--- src/rtl/serial_alu_pkg.sv ---
// Shared constants for the serial add sequencer: FSM state encoding and default width.
package serial_alu_pkg;

    // Default operand/result width.
    localparam int DEFAULT_WIDTH = 8;

    // FSM state encoding, kept as plain 2-bit constants for legacy compatibility.
    typedef logic [1:0] state_t;
    localparam logic [1:0] IDLE  = 2'd0;
    localparam logic [1:0] SHIFT = 2'd1;
    localparam logic [1:0] FLUSH = 2'd2;
    localparam logic [1:0] DONE  = 2'd3;

endpackage

--- src/rtl/serial_add_seq_if.sv ---
// Bundle of the upstream handshake, the serial adder link and the downstream handshake.
interface serial_add_seq_if #(
    parameter int WIDTH = serial_alu_pkg::DEFAULT_WIDTH
);
    // Operand request side
    logic             in_valid;
    logic             in_ready;
    logic [WIDTH-1:0] in_a;
    logic [WIDTH-1:0] in_b;
    logic             in_cin;

    // Link to the 1-bit registered-carry adder stage
    logic             ser_a;
    logic             ser_b;
    logic             ser_cin;
    logic             ser_s;
    logic             ser_cout;

    // Result side
    logic             out_valid;
    logic             out_ready;
    logic [WIDTH-1:0] out_sum;
    logic             out_cout;

    // The sequencer itself
    modport slave (
        input  in_valid, in_a, in_b, in_cin,
        input  ser_s, ser_cout,
        input  out_ready,
        output in_ready,
        output ser_a, ser_b, ser_cin,
        output out_valid, out_sum, out_cout
    );

    // Whatever drives operands, hosts the adder and consumes results
    modport master (
        output in_valid, in_a, in_b, in_cin,
        output ser_s, ser_cout,
        output out_ready,
        input  in_ready,
        input  ser_a, ser_b, ser_cin,
        input  out_valid, out_sum, out_cout
    );

endinterface

--- src/rtl/shift_reg_lsb.sv ---
// Load / shift-right register. New bits enter at the MSB; bit 0 is the serial tap.
// Only the low OUT_W bits are exported, so a pure serial-out user takes OUT_W=1.
module shift_reg_lsb #(
    parameter int WIDTH = 8,
    parameter int OUT_W = WIDTH
) (
    input  logic             clk,
    input  logic             rst,
    input  logic             load,
    input  logic [WIDTH-1:0] load_val,
    input  logic             shift,
    input  logic             ser_in,
    output logic [OUT_W-1:0] q_out
);

    logic [WIDTH-1:0] q_reg;

    // Parallel load wins over shift; shifting moves everything one place toward bit 0.
    always_ff @(posedge clk or posedge rst) begin
        if (rst) begin
            q_reg <= '0;
        end else if (load) begin
            q_reg <= load_val;
        end else if (shift) begin
            q_reg <= {ser_in, q_reg[WIDTH-1:1]};
        end
    end

    assign q_out = q_reg[OUT_W-1:0];

endmodule

--- src/rtl/serial_add_seq.sv ---
// Sequencer around a 1-bit registered-carry adder: takes parallel operands, feeds them
// LSB-first into the adder, collects sum bits and the final carry, returns a parallel result.
module serial_add_seq
    import serial_alu_pkg::*;
#(
    parameter  int WIDTH = DEFAULT_WIDTH,
    localparam int CNT_W = $clog2(WIDTH)
) (
    input  logic             clk,
    input  logic             rst,
    serial_add_seq_if.slave  bus
);

    logic [1:0]       state_reg;
    logic [1:0]       state_next;
    logic [CNT_W-1:0] cnt_reg;
    logic             cin_reg;
    logic             cout_reg;

    logic             accept;
    logic             shifting;
    logic             last_bit;
    logic [1:0]       opd_lsb;
    logic [WIDTH-1:0] opd_load_val [2];
    logic [WIDTH-1:0] sum_q;

    assign accept   = bus.in_valid && (state_reg == IDLE);
    assign shifting = (state_reg == SHIFT);
    assign last_bit = (cnt_reg == CNT_W'(WIDTH - 1));

    assign opd_load_val[0] = bus.in_a;
    assign opd_load_val[1] = bus.in_b;

    // Operand registers: index 0 is A, index 1 is B; both present their current bit at the LSB.
    genvar gi;
    generate
        for (gi = 0; gi < 2; gi++) begin : g_opd
            shift_reg_lsb #(
                .WIDTH (WIDTH),
                .OUT_W (1)
            ) u_opd (
                .clk      (clk),
                .rst      (rst),
                .load     (accept),
                .load_val (opd_load_val[gi]),
                .shift    (shifting),
                .ser_in   (1'b0),
                .q_out    (opd_lsb[gi:gi])
            );
        end
    endgenerate

    // Sum register: cleared on accept, sum bits enter at the MSB so bit 0 ends up at the LSB.
    shift_reg_lsb #(
        .WIDTH (WIDTH),
        .OUT_W (WIDTH)
    ) u_sum (
        .clk      (clk),
        .rst      (rst),
        .load     (accept),
        .load_val ({WIDTH{1'b0}}),
        .shift    (shifting),
        .ser_in   (bus.ser_s),
        .q_out    (sum_q)
    );

    // Next-state logic: IDLE -> SHIFT for WIDTH bits -> FLUSH for the last carry -> DONE until taken.
    always_comb begin
        state_next = state_reg;
        case (state_reg)
            IDLE:    if (accept)        state_next = SHIFT;
            SHIFT:   if (last_bit)      state_next = FLUSH;
            FLUSH:                      state_next = DONE;
            DONE:    if (bus.out_ready) state_next = IDLE;
            default:                    state_next = IDLE;
        endcase
    end

    // State, bit counter, captured carry-in and final carry-out.
    always_ff @(posedge clk or posedge rst) begin
        if (rst) begin
            state_reg <= IDLE;
            cnt_reg   <= '0;
            cin_reg   <= 1'b0;
            cout_reg  <= 1'b0;
        end else begin
            state_reg <= state_next;
            if (accept) begin
                cnt_reg <= '0;
                cin_reg <= bus.in_cin;
            end else if (shifting) begin
                cnt_reg <= cnt_reg + CNT_W'(1);
            end
            // During FLUSH the adder's carry register holds the carry out of the MSB.
            if (state_reg == FLUSH) begin
                cout_reg <= bus.ser_cout;
            end
        end
    end

    // Bit 0 takes the captured carry-in; later bits chain the adder's registered carry.
    assign bus.ser_a   = shifting & opd_lsb[0];
    assign bus.ser_b   = shifting & opd_lsb[1];
    assign bus.ser_cin = shifting & ((cnt_reg == '0) ? cin_reg : bus.ser_cout);

    assign bus.in_ready  = (state_reg == IDLE);
    assign bus.out_valid = (state_reg == DONE);
    assign bus.out_sum   = sum_q;
    assign bus.out_cout  = cout_reg;

endmodule

--- src/flat_wrapper.sv ---
// flat-port wrapper written by rule: the top's interface ports become plain ports
module serial_add_seq_flat import serial_alu_pkg::*;
#(
    parameter  int WIDTH = DEFAULT_WIDTH,
    localparam int CNT_W = $clog2(WIDTH)
)
  (clk, rst, bus_in_valid, bus_in_a, bus_in_b, bus_in_cin, bus_ser_s, bus_ser_cout, bus_out_ready, bus_in_ready, bus_ser_a, bus_ser_b, bus_ser_cin, bus_out_valid, bus_out_sum, bus_out_cout);
  serial_add_seq_if #(.WIDTH(WIDTH)) bus_i ();
  input  logic clk;
  input  logic rst;
  input wire logic [$bits(bus_i.in_valid)-1:0] bus_in_valid;
  input wire logic [$bits(bus_i.in_a)-1:0] bus_in_a;
  input wire logic [$bits(bus_i.in_b)-1:0] bus_in_b;
  input wire logic [$bits(bus_i.in_cin)-1:0] bus_in_cin;
  input wire logic [$bits(bus_i.ser_s)-1:0] bus_ser_s;
  input wire logic [$bits(bus_i.ser_cout)-1:0] bus_ser_cout;
  input wire logic [$bits(bus_i.out_ready)-1:0] bus_out_ready;
  output wire logic [$bits(bus_i.in_ready)-1:0] bus_in_ready;
  output wire logic [$bits(bus_i.ser_a)-1:0] bus_ser_a;
  output wire logic [$bits(bus_i.ser_b)-1:0] bus_ser_b;
  output wire logic [$bits(bus_i.ser_cin)-1:0] bus_ser_cin;
  output wire logic [$bits(bus_i.out_valid)-1:0] bus_out_valid;
  output wire logic [$bits(bus_i.out_sum)-1:0] bus_out_sum;
  output wire logic [$bits(bus_i.out_cout)-1:0] bus_out_cout;
  assign bus_i.in_valid = bus_in_valid;
  assign bus_i.in_a = bus_in_a;
  assign bus_i.in_b = bus_in_b;
  assign bus_i.in_cin = bus_in_cin;
  assign bus_i.ser_s = bus_ser_s;
  assign bus_i.ser_cout = bus_ser_cout;
  assign bus_i.out_ready = bus_out_ready;
  assign bus_in_ready = bus_i.in_ready;
  assign bus_ser_a = bus_i.ser_a;
  assign bus_ser_b = bus_i.ser_b;
  assign bus_ser_cin = bus_i.ser_cin;
  assign bus_out_valid = bus_i.out_valid;
  assign bus_out_sum = bus_i.out_sum;
  assign bus_out_cout = bus_i.out_cout;
  serial_add_seq #(.WIDTH(WIDTH)) u_core (.clk(clk), .rst(rst), .bus(bus_i));
endmodule
--- config.mk ---
export PLATFORM = sky130hd
export DESIGN_NAME = serial_add_seq_flat
export DESIGN_NICKNAME = d
export VERILOG_FILES = /design/src/rtl/serial_alu_pkg.sv /design/src/rtl/serial_add_seq_if.sv /design/src/rtl/shift_reg_lsb.sv /design/src/rtl/serial_add_seq.sv /design/src/flat_wrapper.sv
export SDC_FILE = /design/constraint.sdc
export NUM_CORES = 1
export LEC_CHECK = 0
export BUFFER_PORTS_ARGS = -buffer_cell sky130_fd_sc_hd__buf_2
export CORE_UTILIZATION = 40
export DETAILED_ROUTE_END_ITERATION = 6
export GPL_TIMING_DRIVEN = 0
export PLACE_DENSITY = 0.65
export RECOVER_POWER = 25
export SETUP_SLACK_MARGIN = 0.15
export SLEW_MARGIN = 30
export SYNTH_ARGS = -nofsm -noshare
export SYNTH_HDL_FRONTEND = slang
export SYNTH_SLANG_ARGS = --single-unit
--- constraint.sdc ---
create_clock -name clk -period 4 [get_ports clk]
set_input_delay 0.2 -clock clk [delete_from_list [all_inputs] [get_ports clk]]
set_output_delay 0.2 -clock clk [all_outputs]
set_load 0.1 [all_outputs]
==> results.ini <==
[worst_hold_path]
hp-class = primary input to flop

[timing]
hold_viol_final = 0
worst_pin_slew_ns = 1.130
finalCritPeriodShare_pct = 55.79
final_max_slew_viol_count = 0
fmax_mhz = 448.1
slew_headroom_pct = 24.61
setup-violations-final = 0
period_needed_ns = 2.232
finalSetupTns_ns = 0
grt_setup_unrepaired = false
skew_ns = 0.007667

[route]
wl_per_cell_microns = 12.10
drt_iter0_markers = 20
dr.pass1.iters = 4
routed_wl_mm = 2.746
dr_total_vias = 1093
ant_nets = 0
drc_errors = 0
viasPerCell = 4.815

[clock_tree]
cts_hold_buffers = 0
path_clk_slew_ns = 0.07
cts_tree = built
clock_latency_ns = 0.28
postCtsSetupRepairBufs = 0
cts_root_buf = clkbuf_8
cts_buffers = 5
cts_buffer_depth = 2
clock-sinks = 31
cts_resized = 0
h-tree-depth = 2

[synthesis]
synth_top_area_share_pct = 52.06
synth_cells = 138
avgSynthCellArea_sq_um = 10.80
synth-seq-cells = 31
synth_area_sq_um = 1490
synth_nets = 169
ys_seq_area_share_pct = 52.06
synth_area_leaders = dfrtp_1, mux2i_1, ha_1
synthDistinctLibCells = 17
synth_warnings = 0
yosysTopAreaCell = dfrtp_1

[outcome]
outcome = complete, no violations

[critical_path]
cp.arrival_ns = 2.03
regToRegSetupSlack_ns = 2.25
slowest_delay_ns = 0.43
critPathMaxFanout = 10
crit_slowest_cell = buf_2
end_kind = primary output
crit_chain = inv_1 -> ha_1 -> clkbuf_1 -> buf_2 -> and2_1 -> buf_2
crit_buf_inv = 4
startpoint_type = flop
crit_family = buffers and inverters
critPathRequiredTime_ns = 3.80
cp_common_cell = buf_2
crit_type = flop to primary output

[flow_run]
drv_cap = 0

[grt]
grt_max_degree = 32
antenna_found_initial = 0
globalRouteTotalUtil_pct = 15.80
grt_pass1_wl_mm = 4.671
first_global_vias = 1060
gr-total-overflow = 0

[finish]
synthToLayoutAreaGrowth_pct = 21.83
diodes = 0
fillerInstances = 317
stdcell_area_sq_um = 1815
drive_gt1_share_pct = 28.73
largest_reg_flops = 16
final_common_cell = buf_2
mostFrequentLayoutCells = buf_2, dfrtp_1, mux2i_1
fin_nets = 212

[place]
gp_congestion = 0.7286
placed_area_sq_um = 1728
hpwlAfterDp_mm = 2.051
numPortBuffers = 36

[floorplan]
die_w_microns = 63.04
fp-row-count = 21
die_y_microns = 63.04
die-area_sq_um = 3973
io_pins = 37
start_util_pct = 43.29
core_sq_um = 3442

layout make-up:
class | count | area, sq um | area share [%]
Multi-Input combinational cell | 90 | 643.1 | 35.42
Tap cell | 46 | 57.56 | 3.170
Clock buffer | 6 | 82.58 | 4.549
Timing Repair Buffer | 36 | 180.2 | 9.924
Inverter | 8 | 30.03 | 1.654
Sequential cell | 31 | 775.7 | 42.73
Clock inverter | 1 | 5.005 | 0.2757
Buffer | 9 | 41.29 | 2.274
cells by family (layout without fill, tap and decap cells):
| kind of cell | count (synthesis) | after routing | share of synthesized area (%) |
|---|---|---|---|
| DFF | 31 | 31 | 52.06 |
| AOI/OAI and AO/OA | 17 | 17 | 6.046 |
| adders and majority gates | 8 | 8 | 6.717 |
| muxes | 29 | 29 | 19.73 |
| and+or+nand+nor | 35 | 35 | 10.08 |
| xor gates and xnor gates | 1 | 1 | 0.5878 |
| buffers and inverters | 17 | 60 | 4.786 |
final timing paths:
| path | startpoint | to | cells past startpoint |
|---|---|---|---|
| setup / recovery | u_core.state_reg[1] | bus_ser_a | 6 |
| hold / removal | bus_in_b[2] | u_core.g_opd[1].u_opd.q_reg[2] | 3 |
| setup reg to reg | u_core.state_reg[0] | u_core.g_opd[0].u_opd.q_reg[5] | 6 |
| hold reg to reg | u_core.bus.out_cout | u_core.bus.out_cout | 1 |
| max in group asynchronous | rst | u_core.g_opd[1].u_opd.q_reg[1] | 2 |
| min in group asynchronous | rst | u_core.g_opd[0].u_opd.q_reg[5] | 2 |
cells in the mapped netlist:
cell type / instances
a222oi_1: 1
and2_1: 2
and2_2: 1
buf_2: 6
clkbuf_1: 3
dfrtp_1: 31
ha_1: 8
inv_1: 8
mux2_1: 1
mux2_2: 2
mux2i_1: 26
nand2_1: 16
nand2b_1: 2
nor2_1: 12
nor2b_1: 2
o21ai_0: 16
xnor2_1: 1
layer usage:
metal,vias up,share of wire (%),track usage (%),wire length [microns]
met4,0,2.4,7.849,67
met1,525,45,19.43,1249
li1,537,-,-,-
met2,25,47,24.33,1293
met5,-,0,0,0
met3,6,5.0,5.657,136
per-stage QoR:
stage                     std cells  worst slack, ns  hold slack [ns]  utilization [%]
after floorplan                 138            1.446           0.3035                -
after global placement          220            2.131           0.4058            50.20
after detailed placement        220            2.062           0.3223            50.20
after CTS                       227            1.743          0.01355            52.74
after global routing            227            1.647           0.1265            52.74
final                           227            1.768           0.1186            52.74
worst reg2reg max path: cells and delay by family (launching register included):
kind	cells	cell delay [ns]
simple gates	1	0.14
flops	1	0.40
fa+ha+maj	1	0.19
compound gates	1	0.17
buf+inv	3	0.73
Power is not shown: default switching activity piles up to over one toggle a cycle in this logic, so the estimate is an artifact.
